**config.mk**
```make
export PLATFORM = sky130hd
export DESIGN_NAME = gx_fifo_fetch
export DESIGN_NICKNAME = d
export VERILOG_FILES = /design/src/rtl/flipper_pkg.sv /design/src/rtl/gx_sync_fifo.sv /design/src/rtl/gx_fifo_fetch.sv
export SDC_FILE = /design/constraint.sdc
export NUM_CORES = 2
export LEC_CHECK = 0
export ABC_AREA = 1
export CAP_MARGIN = 0
export CORE_UTILIZATION = 45
export DETAILED_ROUTE_END_ITERATION = 10
export PLACE_DENSITY = 0.68
export SYNTH_ARGS = -nofsm -noshare
export SYNTH_HDL_FRONTEND = slang
export SYNTH_SLANG_ARGS = --single-unit
```
**constraint.sdc**
```tcl
create_clock -name clk -period 15.6 [get_ports clk]
set_input_delay 3.9 -clock clk [delete_from_list [all_inputs] [get_ports clk]]
set_output_delay 3.9 -clock clk [all_outputs]
set_load 0.05 [all_outputs]
```
**src/rtl/flipper_pkg.sv**
```systemverilog
// Shared types and AXI constants for the CP command-FIFO fetch path.
package flipper_pkg;

    typedef enum logic [1:0] {
        ST_IDLE,
        ST_ADDR,
        ST_DATA,
        ST_HALT
    } fetch_state_e;

    localparam logic [1:0]  AXI_BURST_INCR = 2'b01;
    localparam logic [2:0]  AXI_SIZE_16B   = 3'b100;
    localparam logic [3:0]  AXI_LEN_2BEAT  = 4'd1;
    localparam logic [1:0]  AXI_RESP_OKAY  = 2'b00;
    localparam logic [31:0] GRANULE_BYTES  = 32'd32;

    // Advance a ring pointer by one granule, wrapping at the exclusive limit.
    function automatic logic [31:0] ring_next(
        input logic [31:0] ptr,
        input logic [31:0] base,
        input logic [31:0] lim
    );
        logic [31:0] sum;
        sum = ptr + GRANULE_BYTES;
        return (sum >= lim) ? base : sum;
    endfunction

endpackage

```
**src/rtl/gx_sync_fifo.sv**
```systemverilog
// Synchronous beat buffer with registered status.
// Writes stay invisible to the reader until committed; rollback drops them.
module gx_sync_fifo #(
    parameter int WIDTH = 128,
    parameter int DEPTH = 16
) (
    input  logic                     clk,
    input  logic                     reset,
    input  logic                     flush,
    input  logic                     wr_en,
    input  logic [WIDTH-1:0]         wr_data,
    input  logic                     commit,
    input  logic                     rollback,
    input  logic                     rd_en,
    output logic [WIDTH-1:0]         rd_data,
    output logic                     empty,
    output logic [$clog2(DEPTH):0]   used
);

    localparam int AW = $clog2(DEPTH);

    logic [WIDTH-1:0] mem [DEPTH];
    logic [AW:0] wr_ptr, cm_ptr, rd_ptr;
    logic [AW:0] wr_nxt, cm_nxt, rd_nxt;

    always_comb begin
        wr_nxt = wr_ptr;
        cm_nxt = cm_ptr;
        rd_nxt = rd_ptr;
        if (wr_en) begin
            wr_nxt = wr_ptr + 1'b1;
        end
        if (commit) begin
            cm_nxt = wr_nxt;
        end
        if (rollback) begin
            wr_nxt = cm_ptr;
        end
        if (rd_en && !empty) begin
            rd_nxt = rd_ptr + 1'b1;
        end
        if (flush) begin
            wr_nxt = '0;
            cm_nxt = '0;
            rd_nxt = '0;
        end
    end

    always_ff @(posedge clk) begin
        if (reset) begin
            wr_ptr <= '0;
            cm_ptr <= '0;
            rd_ptr <= '0;
            empty  <= 1'b1;
            used   <= '0;
        end else begin
            wr_ptr <= wr_nxt;
            cm_ptr <= cm_nxt;
            rd_ptr <= rd_nxt;
            empty  <= (cm_nxt == rd_nxt);
            used   <= wr_nxt - rd_nxt;
        end
    end

    always_ff @(posedge clk) begin
        if (wr_en && !flush) begin
            mem[wr_ptr[AW-1:0]] <= wr_data;
        end
    end

    assign rd_data = mem[rd_ptr[AW-1:0]];

endmodule

```
**src/rtl/gx_fifo_fetch.sv**
```systemverilog
// CP command-FIFO fetcher: reads 32-byte granules over AXI from a ring
// and streams them to the command processor one 32-bit word at a time.
module gx_fifo_fetch
    import flipper_pkg::*;
#(
    parameter int BUF_BEATS = 16
) (
    input  logic         clk,
    input  logic         reset,
    input  logic         enable,
    input  logic [31:0]  fifo_base,
    input  logic [31:0]  fifo_end,
    input  logic [31:0]  fifo_wrptr,
    input  logic         rdptr_load,
    input  logic [31:0]  rdptr_in,
    output logic [31:0]  rdptr,
    output logic         error,
    output logic [31:0]  araddrm_a,
    output logic [1:0]   arburstm_a,
    output logic [3:0]   arlenm_a,
    output logic [2:0]   arsizem_a,
    output logic         arvalidm_a,
    input  logic         arreadym_a,
    input  logic [127:0] rdatam_a,
    input  logic [1:0]   rrespm_a,
    input  logic         rlastm_a,
    input  logic         rvalidm_a,
    output logic         rreadym_a,
    output logic [31:0]  cmd_data,
    output logic         cmd_valid,
    input  logic         cmd_ready
);

    localparam int AW = $clog2(BUF_BEATS);
    localparam int UW = AW + 1;
    localparam logic [AW:0] FILL_LIMIT = UW'(BUF_BEATS - 2);

    fetch_state_e state, state_nxt;

    logic          fifo_wr, fifo_commit, fifo_rollback;
    logic          fifo_rd, fifo_flush, fifo_empty;
    logic [127:0]  beat;
    logic [AW:0]   used;
    logic [1:0]    widx;
    logic          beat_ok, load_now, out_adv, can_issue;

    assign araddrm_a  = rdptr;
    assign arburstm_a = AXI_BURST_INCR;
    assign arlenm_a   = AXI_LEN_2BEAT;
    assign arsizem_a  = AXI_SIZE_16B;

    // A burst is usable only if every beat so far came back OKAY.
    assign beat_ok   = (rrespm_a == AXI_RESP_OKAY) && !error;
    assign load_now  = rdptr_load && (state == ST_IDLE);
    assign can_issue = enable && (rdptr != fifo_wrptr) && !error
                     && !rdptr_load && (used <= FILL_LIMIT);

    always_comb begin
        state_nxt     = state;
        arvalidm_a    = 1'b0;
        rreadym_a     = 1'b0;
        fifo_wr       = 1'b0;
        fifo_commit   = 1'b0;
        fifo_rollback = 1'b0;
        unique case (state)
            ST_IDLE: begin
                if (can_issue) begin
                    state_nxt = ST_ADDR;
                end
            end
            ST_ADDR: begin
                arvalidm_a = 1'b1;
                if (arreadym_a) begin
                    state_nxt = ST_DATA;
                end
            end
            ST_DATA: begin
                rreadym_a = 1'b1;
                if (rvalidm_a) begin
                    fifo_wr = beat_ok;
                    if (rlastm_a) begin
                        if (beat_ok) begin
                            fifo_commit = 1'b1;
                            state_nxt   = ST_IDLE;
                        end else begin
                            fifo_rollback = 1'b1;
                            state_nxt     = ST_HALT;
                        end
                    end
                end
            end
            ST_HALT: begin
                state_nxt = ST_HALT;
            end
            default: begin
                state_nxt = ST_IDLE;
            end
        endcase
    end

    always_ff @(posedge clk) begin
        if (reset) begin
            state <= ST_IDLE;
            rdptr <= '0;
            error <= 1'b0;
        end else begin
            state <= state_nxt;
            if (load_now) begin
                rdptr <= rdptr_in;
            end else if (fifo_commit) begin
                rdptr <= ring_next(rdptr, fifo_base, fifo_end);
            end
            if (state == ST_DATA && rvalidm_a
                && rrespm_a != AXI_RESP_OKAY) begin
                error <= 1'b1;
            end
        end
    end

    gx_sync_fifo #(
        .WIDTH (128),
        .DEPTH (BUF_BEATS)
    ) u_buf (
        .clk      (clk),
        .reset    (reset),
        .flush    (fifo_flush),
        .wr_en    (fifo_wr),
        .wr_data  (rdatam_a),
        .commit   (fifo_commit),
        .rollback (fifo_rollback),
        .rd_en    (fifo_rd),
        .rd_data  (beat),
        .empty    (fifo_empty),
        .used     (used)
    );

    // Output register: a new word loads whenever the slot is free or taken.
    assign fifo_flush = load_now;
    assign out_adv    = !fifo_empty && (!cmd_valid || cmd_ready);
    assign fifo_rd    = out_adv && (widx == 2'd3);

    always_ff @(posedge clk) begin
        if (reset) begin
            cmd_valid <= 1'b0;
            cmd_data  <= '0;
            widx      <= '0;
        end else if (load_now) begin
            cmd_valid <= 1'b0;
            widx      <= '0;
        end else if (out_adv) begin
            cmd_data  <= beat[{widx, 5'b00000} +: 32];
            cmd_valid <= 1'b1;
            widx      <= widx + 2'd1;
        end else if (cmd_ready) begin
            cmd_valid <= 1'b0;
        end
    end

endmodule
```
==> impl_metrics.py <==
metrics = {
    "placement": {
        "portBuffers": 365,
        "place_area_um2": 92400,
        "placedCellCount": 9588,
        "gp_routability_congestion": 0.862,
        "hpwl_um": 131000,
    },
    "sta": {
        "rsz0062_at_grt": "no",
        "whs_ns": 0.537,
        "slew_headroom_pct": 19.6,
        "hold_violations": 0,
        "worstMarginPinSlew_ns": 1.20,
        "slew_viol_final": 0,
        "period_share_pct": 48.9,
        "fin_setup_tns_ns": 0,
        "clock_skew_ns": 0.0306,
        "fin_crit_ns": 7.63,
        "fmax_mhz": 131,
        "setup_violations": 0,
    },
    "grt": {
        "grt_remaining_overflow": 0,
        "track_usage_pct": 25.0,
        "grt_start_max_net_pins": 238,
        "antenna_found_initial": 38,
        "grt_pass1_vias": 55000,
        "grt_pass1_wl_um": 364000,
    },
    "job": {
        "maxCapViolCount": 0,
    },
    "die": {
        "initial_core_util_pct": 45.3,
        "num_io_pins": 375,
        "die_h_um": 442,
        "rows": 161,
        "die_w_um": 442,
        "dieArea_um2": 195000,
        "coreArea_um2": 192000,
    },
    "layout": {
        "area_growth_pct": 13.9,
        "fin_cells": 9999,
        "drive_gt1_share_pct": 5.94,
        "fin_nets": 7583,
        "fin_area_um2": 99200,
    },
    "route": {
        "first_iter_violations": 7300,
        "drc_errors": 0,
        "antenna_left": 0,
        "vias_per_cell": 5.84,
        "dr.pass1.iters": 5,
        "wl_per_cell_um": 24.9,
        "drt_wl_total_um": 249000,
        "via_count": 58400,
    },
    "clock_tree": {
        "cts_num_sinks": 2139,
        "cts-root-buf": "clkbuf_16",
        "clk_latency_ns": 0.86,
        "ctsResizeCount": 0,
        "cts_tree": "done",
        "clockBufferDepth": 3,
        "cts_buffers": 209,
        "post_cts_buffers": 0,
        "htree_levels": 4,
        "ctsHoldBuffers": 0,
        "clkSlewWorstSetupHoldPaths_ns": 0.06,
    },
    "logic_synthesis": {
        "avgSynthCellArea_um2": 12.3,
        "synth_edf_count": 2048,
        "synthDominantCellAreaShare_pct": 70.6,
        "synth_top_family_by_area": "simple AND/OR/NAND/NOR gates",
        "synth-compound-area-share_pct": 11.1,
        "synth_seq_cells": 2139,
        "ys.flop_type": "edfxtp_1",
        "yosysTopAreaCell": "edfxtp_1",
        "synth_fa_ha_area_share_pct": 0.641,
        "synthArstFlopShare_pct": 0,
        "synth_sequential_area_ratio_pct": 72.7,
        "synthTopCellsByCount": "2048 x edfxtp_1, 1438 x nor2_1, 968 x o21ai_0, 557 x nand2_1, 357 x nand3_1",
        "ys_warn_count": 0,
        "synth-xor-area-share_pct": 0.553,
        "synth_area_leaders": "edfxtp_1 71%, nor2_1 6.2%, o21ai_0 5.6%, nand2_1 2.4%, dfxtp_1 2.1%",
        "synthMuxAreaShare_pct": 0,
        "synthCells": 7107,
        "synth_simple_gate_area_share_pct": 11.2,
        "netlist_area_um2": 87100,
        "yosysMostFrequentCell": "edfxtp_1",
        "synthDistinctLibCells": 47,
    },
    "power_and_ir_drop": {
        "irDropWorstVdd_mv": 0.104,
        "p_leak_nw": 33.0,
        "power_density_nw_per_um2": 117,
        "p_total_mw": 11.6,
    },
    "setup_path": {
        "critPathLaunchType": "input port",
        "max_stage_delay_ns": 0.97,
        "critPathMaxFanout": 46,
        "setup.worst_path.end_class": "register",
        "critPathBufInv": 3,
        "crit_type": "in -> reg",
        "path_delay_family": "buffers and inverters",
        "cp.required_ns": 16.08,
        "crit_chain": "clkdlybuf4s50_1 > nor2_1 > nand2_1 > nor2_4 > nand2_1 > nor2_4 > buf_4 > buf_4",
        "critPathArrivalTime_ns": 8.11,
        "cp_slowest_cell": "nor2_4",
    },
    "worst_hold_path": {
        "hp-class": "reg -> reg",
    },
    "status": {
        "status": "finished, final reports clean",
    },
}
-- path summary, 6_finish.rpt --
| path | from | slack, ns | depth (start not counted) | end |
|---|---|---|---|---|
| worst max-delay path | rrespm_a[1] | 7.97 | 8 | u_buf.mem[4][111] |
| worst min-delay path | u_buf.cm_ptr[2] | 0.54 | 2 | u_buf.cm_ptr[2] |
| worst max register to register | u_buf.rd_ptr[0] | 10.24 | 12 | cmd_data[3] |
| worst min register to register | u_buf.cm_ptr[2] | 0.54 | 2 | u_buf.cm_ptr[2] |
-- flip-flops by register name, indices dropped and copies added, names as in the netlist --
signal	cells
araddrm_a	32
cmd_data	32
cmd_valid	1
error	1
state	2
u_buf.cm_ptr	5
u_buf.empty	1
u_buf.mem	2048
u_buf.rd_ptr	5
u_buf.used	5
u_buf.wr_ptr	5
widx	2
-- through the flow --
stage | setup slack, ns | util, %
2_1_floorplan | 5.24 | -
3_3_place_gp | 7.18 | 48.0
3_5_place_dp | 7.07 | 48.0
4_1_cts | 7.98 | 51.5
5_1_grt | 7.89 | 51.5
6_report | 7.97 | 51.6
-- worst register-to-register path, cell delays in order, from the launching register on --
cell      delay [ns]
dfxtp_4         0.57
inv_16          0.66
buf_4           1.04
buf_4           0.81
buf_4           0.86
o21ai_0         0.28
o211ai_1        0.17
nand3_1         0.12
nand3_1         0.14
nand3_1         0.30
nand3_1         0.23
nand2_1         0.07
inv_1           0.05
-- layer usage --
metal  vias up  GRT usage, %  share of wire (%)
li1      26100             -                  -
met1     28900          33.1                 39
met2      2993          40.3                 48
met3       483          4.47                9.1
met4        32          11.0                4.3
met5         -             0              0.081
-- where the power goes --
| group | internal, mW | switching [mW] | leakage, nW | total, mW |
|---|---|---|---|---|
| Combinational | 0.114 | 0.209 | 10.5 | 0.323 |
| Sequential | 6.29 | 0.0193 | 19.1 | 6.31 |
| Clock | 2.81 | 2.17 | 3.28 | 4.98 |
| Total | 9.21 | 2.40 | 33.0 | 11.6 |
-- cells by family after synthesis --
logic type      Yosys count
flops                  2139
compound gates         1731
xor+xnor                 55
other cells               2
simple gates           2430
buf+inv                 706
fa+ha+maj                44
-- cell type report --
| cell class | count | area, um^2 |
|---|---|---|
| multi-input combinational | 4269 | 20600 |
| timing repair buffer | 457 | 4450 |
| inverter | 197 | 788 |
| fill | 16000 | 93200 |
| sequential | 2139 | 63300 |
| clock buffer | 280 | 5620 |
| clock inverter | 113 | 1150 |
| antenna | 18 | 45.0 |
| tap | 2526 | 3160 |
-- cells in the final DEF, fill, tap and decap left out, types with 6 or more instances in the layout --
cell | Yosys | final
edfxtp_1 | 2048 | 2048
nor2_1 | 1438 | 1423
o21ai_0 | 968 | 968
nand2_1 | 557 | 557
clkdlybuf4s50_1 | 0 | 364
nand3_1 | 357 | 357
o211ai_1 | 237 | 237
o22ai_1 | 227 | 227
clkbuf_16 | 0 | 209
a21oi_1 | 191 | 191
inv_1 | 188 | 184
dfxtp_1 | 91 | 86
buf_4 | 75 | 84
o21ai_1 | 65 | 65
clkbuf_1 | 250 | 59
ha_1 | 43 | 43
clkinv_1 | 0 | 38
xor2_1 | 35 | 35
clkinv_2 | 0 | 30
nor3_1 | 28 | 28
nand4_1 | 22 | 22
xnor2_1 | 20 | 20
o221ai_1 | 20 | 20
nor2_4 | 3 | 19
diode_2 | 0 | 18
bufinv_16 | 0 | 16
clkbuf_8 | 0 | 12
or2_2 | 10 | 10
conb_1 | 2 | 9
buf_12 | 0 | 9
inv_6 | 0 | 8
clkinvlp_4 | 0 | 8
inv_2 | 8 | 6
clkinv_4 | 0 | 6
(Power assumes the default switching activity.)
